File: src/rtl/data_sync_pkg.sv
// Shared constants and state type for the handshake data synchronisers.
// MODE selects the request protocol; the holding register has two states.
package data_sync_pkg;

  localparam int MODE_LEVEL  = 0;
  localparam int MODE_TOGGLE = 1;

  typedef enum logic {
    EMPTY = 1'b0,
    FULL  = 1'b1
  } hold_state_e;

endpackage

File: src/rtl/sync_chain.sv
// Single-bit multi-flop synchroniser; output lags input by STAGES edges.
// No flow control: every edge shifts, reset clears the chain to 0.
module sync_chain #(
  parameter int STAGES = 2
) (
  input  logic clk,
  input  logic rstn,
  input  logic d,
  output logic q
);

  logic [STAGES-1:0] s_q;
  logic [STAGES-1:0] s_d;

  always_comb begin
    s_d = {s_q[STAGES-2:0], d};
  end

  always_ff @(posedge clk or negedge rstn) begin
    if (!rstn) begin
      s_q <= '0;
    end else begin
      s_q <= s_d;
    end
  end

  assign q = s_q[STAGES-1];

endmodule

File: src/rtl/data_sync_hs.sv
// Handshake data crossing: synced request captures din, STAGES+1 edges after the request changes.
// One-entry holding register with valid/take; a capture while full and not taken overwrites and counts an overrun.
module data_sync_hs
  import data_sync_pkg::*;
#(
  parameter int WIDTH  = 8,
  parameter int STAGES = 2,
  parameter int MODE   = MODE_LEVEL,
  parameter int CNT_W  = 4
) (
  input  logic             clk,
  input  logic             rstn,
  input  logic [WIDTH-1:0] din,
  input  logic             dready_i,
  output logic             dack_o,
  output logic [WIDTH-1:0] dout,
  output logic             dready_o,
  input  logic             dtake_i,
  input  logic             clr_i,
  output logic             overrun_o,
  output logic [CNT_W-1:0] ovr_cnt_o
);

  localparam logic [CNT_W-1:0] CNT_MAX = '1;

  logic             req_s;
  logic             req_d_q;
  logic             req_d_d;
  logic             cap_evt;
  logic             ovr_hit;
  hold_state_e      state_q;
  hold_state_e      state_d;
  logic [WIDTH-1:0] dout_q;
  logic [WIDTH-1:0] dout_d;
  logic             ovr_q;
  logic             ovr_d;
  logic [CNT_W-1:0] cnt_q;
  logic [CNT_W-1:0] cnt_d;

  sync_chain #(
    .STAGES(STAGES)
  ) u_req_sync (
    .clk (clk),
    .rstn(rstn),
    .d   (dready_i),
    .q   (req_s)
  );

  // Level mode captures only on the rising edge; toggle mode on either edge.
  always_comb begin
    if (MODE == MODE_TOGGLE) begin
      cap_evt = req_s ^ req_d_q;
    end else begin
      cap_evt = req_s & ~req_d_q;
    end
  end

  always_comb begin
    req_d_d = req_s;
    state_d = state_q;
    dout_d  = dout_q;
    ovr_hit = 1'b0;
    case (state_q)
      EMPTY: begin
        if (cap_evt) begin
          state_d = FULL;
          dout_d  = din;
        end
      end
      FULL: begin
        if (cap_evt) begin
          dout_d  = din;
          ovr_hit = ~dtake_i;
        end else if (dtake_i) begin
          state_d = EMPTY;
        end
      end
      default: state_d = EMPTY;
    endcase
  end

  // An overrun landing in the same cycle as a clear survives as a fresh count of one.
  always_comb begin
    ovr_d = ovr_q;
    cnt_d = cnt_q;
    if (clr_i && ovr_hit) begin
      ovr_d = 1'b1;
      cnt_d = {{(CNT_W-1){1'b0}}, 1'b1};
    end else if (clr_i) begin
      ovr_d = 1'b0;
      cnt_d = '0;
    end else if (ovr_hit) begin
      ovr_d = 1'b1;
      cnt_d = (cnt_q == CNT_MAX) ? cnt_q : cnt_q + 1'b1;
    end
  end

  always_ff @(posedge clk or negedge rstn) begin
    if (!rstn) begin
      req_d_q <= 1'b0;
      state_q <= EMPTY;
      dout_q  <= '0;
      ovr_q   <= 1'b0;
      cnt_q   <= '0;
    end else begin
      req_d_q <= req_d_d;
      state_q <= state_d;
      dout_q  <= dout_d;
      ovr_q   <= ovr_d;
      cnt_q   <= cnt_d;
    end
  end

  assign dack_o    = req_d_q;
  assign dout      = dout_q;
  assign dready_o  = (state_q == FULL);
  assign overrun_o = ovr_q;
  assign ovr_cnt_o = cnt_q;

endmodule

File: config.mk
export PLATFORM = sky130hd
export DESIGN_NAME = data_sync_hs
export DESIGN_NICKNAME = d
export VERILOG_FILES = /design/src/rtl/data_sync_pkg.sv /design/src/rtl/sync_chain.sv /design/src/rtl/data_sync_hs.sv
export SDC_FILE = /design/constraint.sdc
export NUM_CORES = 1
export LEC_CHECK = 0
export ABC_AREA = 1
export ABC_CLOCK_PERIOD_IN_PS = 1000
export BUFFER_PORTS_ARGS = -buffer_cell sky130_fd_sc_hd__buf_4
export CORE_MARGIN = 10
export CORE_UTILIZATION = 41
export DETAILED_ROUTE_END_ITERATION = 7
export GPL_ROUTABILITY_DRIVEN = 0
export PLACE_DENSITY = 0.72
export SLEW_MARGIN = 20
export SYNTH_ARGS = -nofsm -noshare
export SYNTH_HDL_FRONTEND = slang
export SYNTH_SLANG_ARGS = --single-unit
export TNS_END_PERCENT = 30
File: constraint.sdc
create_clock -name clk -period 1 [get_ports clk]
set_clock_uncertainty 0.05 [all_clocks]
set_input_delay 0.2 -clock clk [delete_from_list [all_inputs] [get_ports clk]]
set_output_delay 0.2 -clock clk [all_outputs]
set_load 0.05 [all_outputs]
==> results of run 1 <==
==> path summary, 6_finish.rpt <==
path                                        startpoint                           to  slack (ps)  cells past startpoint
min in group asynchronous                         rstn          dout[1]$_DFFE_PN0P_         280                      2
setup reg to reg              ovr_cnt_o[0]$_DFFE_PN0P_     ovr_cnt_o[2]$_DFFE_PN0P_        -190                      7
hold / removal                                  din[0]          dout[0]$_DFFE_PN0P_          50                      3
hold reg to reg            u_req_sync.s_q[0]$_DFF_PN0_  u_req_sync.s_q[1]$_DFF_PN0_         310                      0
setup / recovery              ovr_cnt_o[0]$_DFFE_PN0P_                 ovr_cnt_o[0]        -240                      2
max in group asynchronous                         rstn     ovr_cnt_o[1]$_DFFE_PN0P_         420                      2
==> cell type report <==
class	instances	share of cell area [%]
repair buffers	38	31.8
well taps	16	1.69
clock buffers	4	2.22
inverters	7	2.64
multi-input cells	53	25.2
flip-flops and latches	17	36.5
==> cells in the mapped netlist <==
master	n
inv_2	3
a21oi_1	1
nor2_4	1
inv_1	4
buf_4	1
nand3_1	5
nand2_1	35
ha_1	1
nor2_1	2
nand2_2	3
dfrtp_1	17
nand4_1	2
o21ai_1	1
xnor2_1	1
nand3_2	1
==> repair_timing <==
action	CTS	global route
hold buffers	2	0
setup endpoints to repair	27	27
cloned	0	0
resized for setup	24	8
setup buffers	6	0
endpoints found under the hold margin	18	0
pin swaps	0	7
==> cell families after synthesis <==
group,count (synthesis)
flip-flops,17
adder cells (fa/ha/maj),1
AND/OR/NAND/NOR,49
XOR/XNOR,1
buffers and inverters,8
AO/OA/AOI/OAI,2
==> critical path: stages (launching register included) <==
cell	delay, ps
dfrtp_2	440
buf_6	130
buf_8	140
==> registers in the layout (all words and copies together) (netlist names) <==
register        cells
dout                8
ovr_cnt_o           4
u_req_sync.s_q      2
dack_o              1
dready_o            1
overrun_o           1
==> report_power, final <==
| group | total [W] | internal (W) | switching [W] |
|---|---|---|---|
| combinational | 0.000488 | 0.000186 | 0.000302 |
| sequential | 0.000786 | 0.000745 | 0.0000414 |
| clock | 0.000368 | 0.000155 | 0.000213 |
| total | 0.00164 | 0.00109 | 0.000556 |
==> placed cells by master, fill, tap and decap left out, types with 3 or more instances in the layout <==
cell,instances
buf_6,19
dfrtp_1,11
inv_1,4
nand3_2,3
nand2_1,35
dfrtp_2,6
buf_4,15
clkbuf_4,3
==> layer usage <==
layer	vias to the layer above	share of wire (%)	track usage, %
met3	0	11	5.97
met5	-	0	0
met1	299	41	12.5
met4	0	0	2.87
met2	25	48	18.2
li1	322	-	-
==> metrics by stage <==
step,hold WS [ps],std cells
3_3_place_gp,24.2,123
2_1_floorplan,-146,78
6_report,53.2,135
3_5_place_dp,29.9,123
4_1_cts,53.1,135
5_1_grt,41.8,135
==> flow_summary.toml, run 1 <==
[status]
status = "finished with violations"
violations = "negative setup slack"

[route]
drt-vias-per-instance = 4.79
num_vias = 646
wl_per_cell_um = 14.2
ant_nets = 0
drt-initial-drc-count = 6
totalWireLength_um = 1920
drc = 0
firstDrtPassIters = 4

[final_layout]
fillerInstances = 109
multi_input_area_sq_um = 299
num-nets-final = 134
fin_area_sq_um = 1190
drive_above_1_share_pct = 49.6
synthToLayoutAreaGrowth_pct = 67.8
num_antenna_cells = 0
seqCellArea_sq_um = 433
final_util_pct = 75.2

[synth]
synth_fa_ha_area_share_pct = 1.77
yosysTopAreaCellShare_pct = 60.2
post-synth-top-area-cell = "dfrtp_1"
synth_seq_area_share_pct = 60.2
synth_compound_gate_area_share_pct = 1.42
yosys_warnings = 0
syn_area_sq_um = 707
yosys-top-cells-area = "dfrtp_1 (60%), nand2_1 (19%), nand3_1 (3.5%), nand2_2 (2.7%), inv_1 (2.1%)"
syn_area_per_cell_sq_um = 9.06
synth-simple-area-share_pct = 30.6
syn_inst = 78
synth-xor-area-share_pct = 1.24
yosysUniqueCellTypes = 15
synth_top_family_by_area = "simple AND/OR/NAND/NOR gates"
syn_nets = 92
synth_seq_cells = 17
synth_mux_area_share_pct = 0

[timing]
final-hold-violation-count = 0
tightest_slew_ps = 228
period_minus_slack_ps = 1240
fmax_ghz = 0.810
slew_headroom_pct = 84.8
period_share_pct = 124
setup-tns-final_ps = -2450
slew_violations = 0
setup_violations = 19
rsz0062_at_grt = "yes"
fin_ws_ps = -235

[worst_hold_path]
min_path_type = "in2reg"

[floorplan]
io_pins = 28
core_area_sq_um = 1580
start_util_pct = 44.8
die-height_um = 61.5
dieArea_sq_um = 3790
fp.dieW_um = 61.5
rows = 14

[worst_setup_path]
crit_arrival_ps = 990
path_class = "reg2out"
critPathLaunchType = "flop"
required_ps = 750
endpoint_kind = "output pin"
path_max_fanout = 2

[clock_network]
cts_buffer_depth = 2
cts_tree = "built"
cts.sink_count = 17
cts_buffers = 3
clkTransAtPathRegs_ps = 100
h-tree-depth = 1
clkLatencyLatePin_ps = 280
root_buffer = "clkbuf_4"

[run]
cap_viol_max_count = 0

[placement]
port_buffers = 27
place_area_sq_um = 965
place_ws_ps = -70.9
dp_hpwl_um = 1340

[global_routing]
grt_pass1_wl_um = 3160
grt_util_all_layers_pct = 11.1
antenna_found_initial = 0
overflow = 0
first_global_vias = 704
grt_max_degree = 18

[power]
p_leak_nw = 0.601
power.density_nw_per_um2 = 1380
total_power_w = 0.00164
ir_drop_mv = 0.945
Power figures use the tool's default switching activity.
==> run 2, diff against run 1 <==
- CORE_UTILIZATION: 41 -> 44
- CTS_BUF_LIST: not set -> sky130_fd_sc_hd__clkbuf_2
- PLACE_DENSITY: 0.72 -> 0.76
==> flow_summary.toml, run 2 (same netlist as run 1, synthesis figures left out) <==
[floorplan]
die-height_um = 60.1
core_area_sq_um = 1510
fp.dieW_um = 60.1
dieArea_sq_um = 3610
io_pins = 28
start_util_pct = 46.9
rows = 14

[route]
firstDrtPassIters = 4
totalWireLength_um = 1920
ant_nets = 0
drt-initial-drc-count = 8
drt-vias-per-instance = 4.92
num_vias = 664
drc = 0
wl_per_cell_um = 14.2

[final_layout]
largest_reg_flops = 8
synthToLayoutAreaGrowth_pct = 64.1
fin_area_sq_um = 1160
layout_common_cells = "nand2_1 (35), buf_4 (18), buf_6 (16)"
final_common_cell = "nand2_1"
num_antenna_cells = 0
num-nets-final = 134
drive_above_1_share_pct = 47.9
final_cells = 135
fillerInstances = 108

[power]
total_power_w = 0.00158
power.density_nw_per_um2 = 1360
p_switching_w = 0.000545
p_leak_nw = 0.601
clkPwrFrac_pct = 19.4
p_seq_share_pct = 49.8
ir_drop_mv = 1.02
pwr-share-comb_pct = 30.8
switching_share_pct = 34.5
p_int_w = 0.00104

[global_routing]
grt_max_degree = 18
met2_usage_pct = 19.0
grt-busiest-layer = "met2"
overflow = 0
antenna_found_initial = 0
grt_util_all_layers_pct = 11.6
grt_pass1_wl_um = 3240
met1_usage_pct = 13.0
first_global_vias = 738
met3_usage_pct = 5.08

[worst_setup_path]
path_max_fanout = 2
required_ps = 750
critPathLaunchType = "flop"
endpoint_kind = "output pin"
crit_arrival_ps = 980
r2r_slack_ps = -210
path_class = "reg2out"

[timing]
period_minus_slack_ps = 1230
fin_ws_ps = -228
slew_violations = 0
tightest_slew_ps = 217
setup-tns-final_ps = -2810
fmax_ghz = 0.814
setup_violations = 20
period_share_pct = 123
slew_headroom_pct = 85.5
final-hold-violation-count = 0
rsz0062_at_grt = "yes"

[placement]
port_buffers = 27
dp_hpwl_um = 1310
place_area_sq_um = 965
placed_cells = 123

[clock_network]
root_buffer = "clkbuf_2"
h-tree-depth = 1
clkLatencyLatePin_ps = 280
cts_tree = "built"
cts_buffer_depth = 2
cts.sink_count = 17
cts_buffers = 3
clkTransAtPathRegs_ps = 150

[worst_hold_path]
min_path_type = "in2reg"

[status]
violations = "negative setup slack"
status = "finished with violations"

[run]
cap_viol_max_count = 0
-- run 2: cell type report --
class	instances	area, sq um	area share [%]
timing repair buffer	38	365	31.5
clock buffer	4	20.0	1.73
tap	16	20.0	1.73
inverter	7	33.8	2.91
multi-input combinational	53	288	24.8
sequential	17	433	37.3
-- run 2: metrics by stage --
stage	hold WS (ps)	setup WS (ps)	util (%)
after global placement	27.1	-59.2	64.0
after floorplan	-146	-238	-
after global routing	22.3	-295	77.0
final	46.8	-228	77.0
after detailed placement	28.3	-77.7	64.0
after CTS	32.0	-246	75.8
-- run 2: worst max-delay path, cell delays in order (launching register included) --
cell,delay [ps]
dfrtp_2,440
buf_6,120
buf_8,140
-- run 2: timing repair --
item / in CTS / in global routing
pin swaps: 1 / 3
resized for setup: 24 / 4
buffers inserted: 6 / 0
hold endpoints to repair: 18 / 0
hold buffers: 2 / 0
endpoints found under the setup margin: 27 / 28
-- run 2: path summary, 6_finish.rpt --
kind	endpoint	from	cells after the start
worst min register to register	u_req_sync.s_q[1]$_DFF_PN0_	u_req_sync.s_q[0]$_DFF_PN0_	0
worst min-delay path	dout[1]$_DFFE_PN0P_	din[1]	3
max in group asynchronous	ovr_cnt_o[3]$_DFFE_PN0P_	rstn	2
min in group asynchronous	overrun_o$_DFFE_PN0P_	rstn	2
worst max register to register	ovr_cnt_o[2]$_DFFE_PN0P_	ovr_cnt_o[0]$_DFFE_PN0P_	6
worst max-delay path	ovr_cnt_o[0]	ovr_cnt_o[0]$_DFFE_PN0P_	2
-- run 2: power by group through the flow --
stage | Sequential (W) | Combinational (W) | Clock, W
6_report | 0.000787 | 0.000486 | 0.000306
5_1_grt | 0.000795 | 0.000520 | 0.000354
2_1_floorplan | 0.000975 | 0.0000697 | 0
3_3_place_gp | 0.000790 | 0.000416 | 0
4_1_cts | 0.000787 | 0.000482 | 0.000322
3_5_place_dp | 0.000790 | 0.000423 | 0
-- run 2: per-layer routing --
layer	vias up	wire length (um)
li1	326	-
met1	312	785
met2	22	934
met3	4	177
met4	0	25
met5	-	0
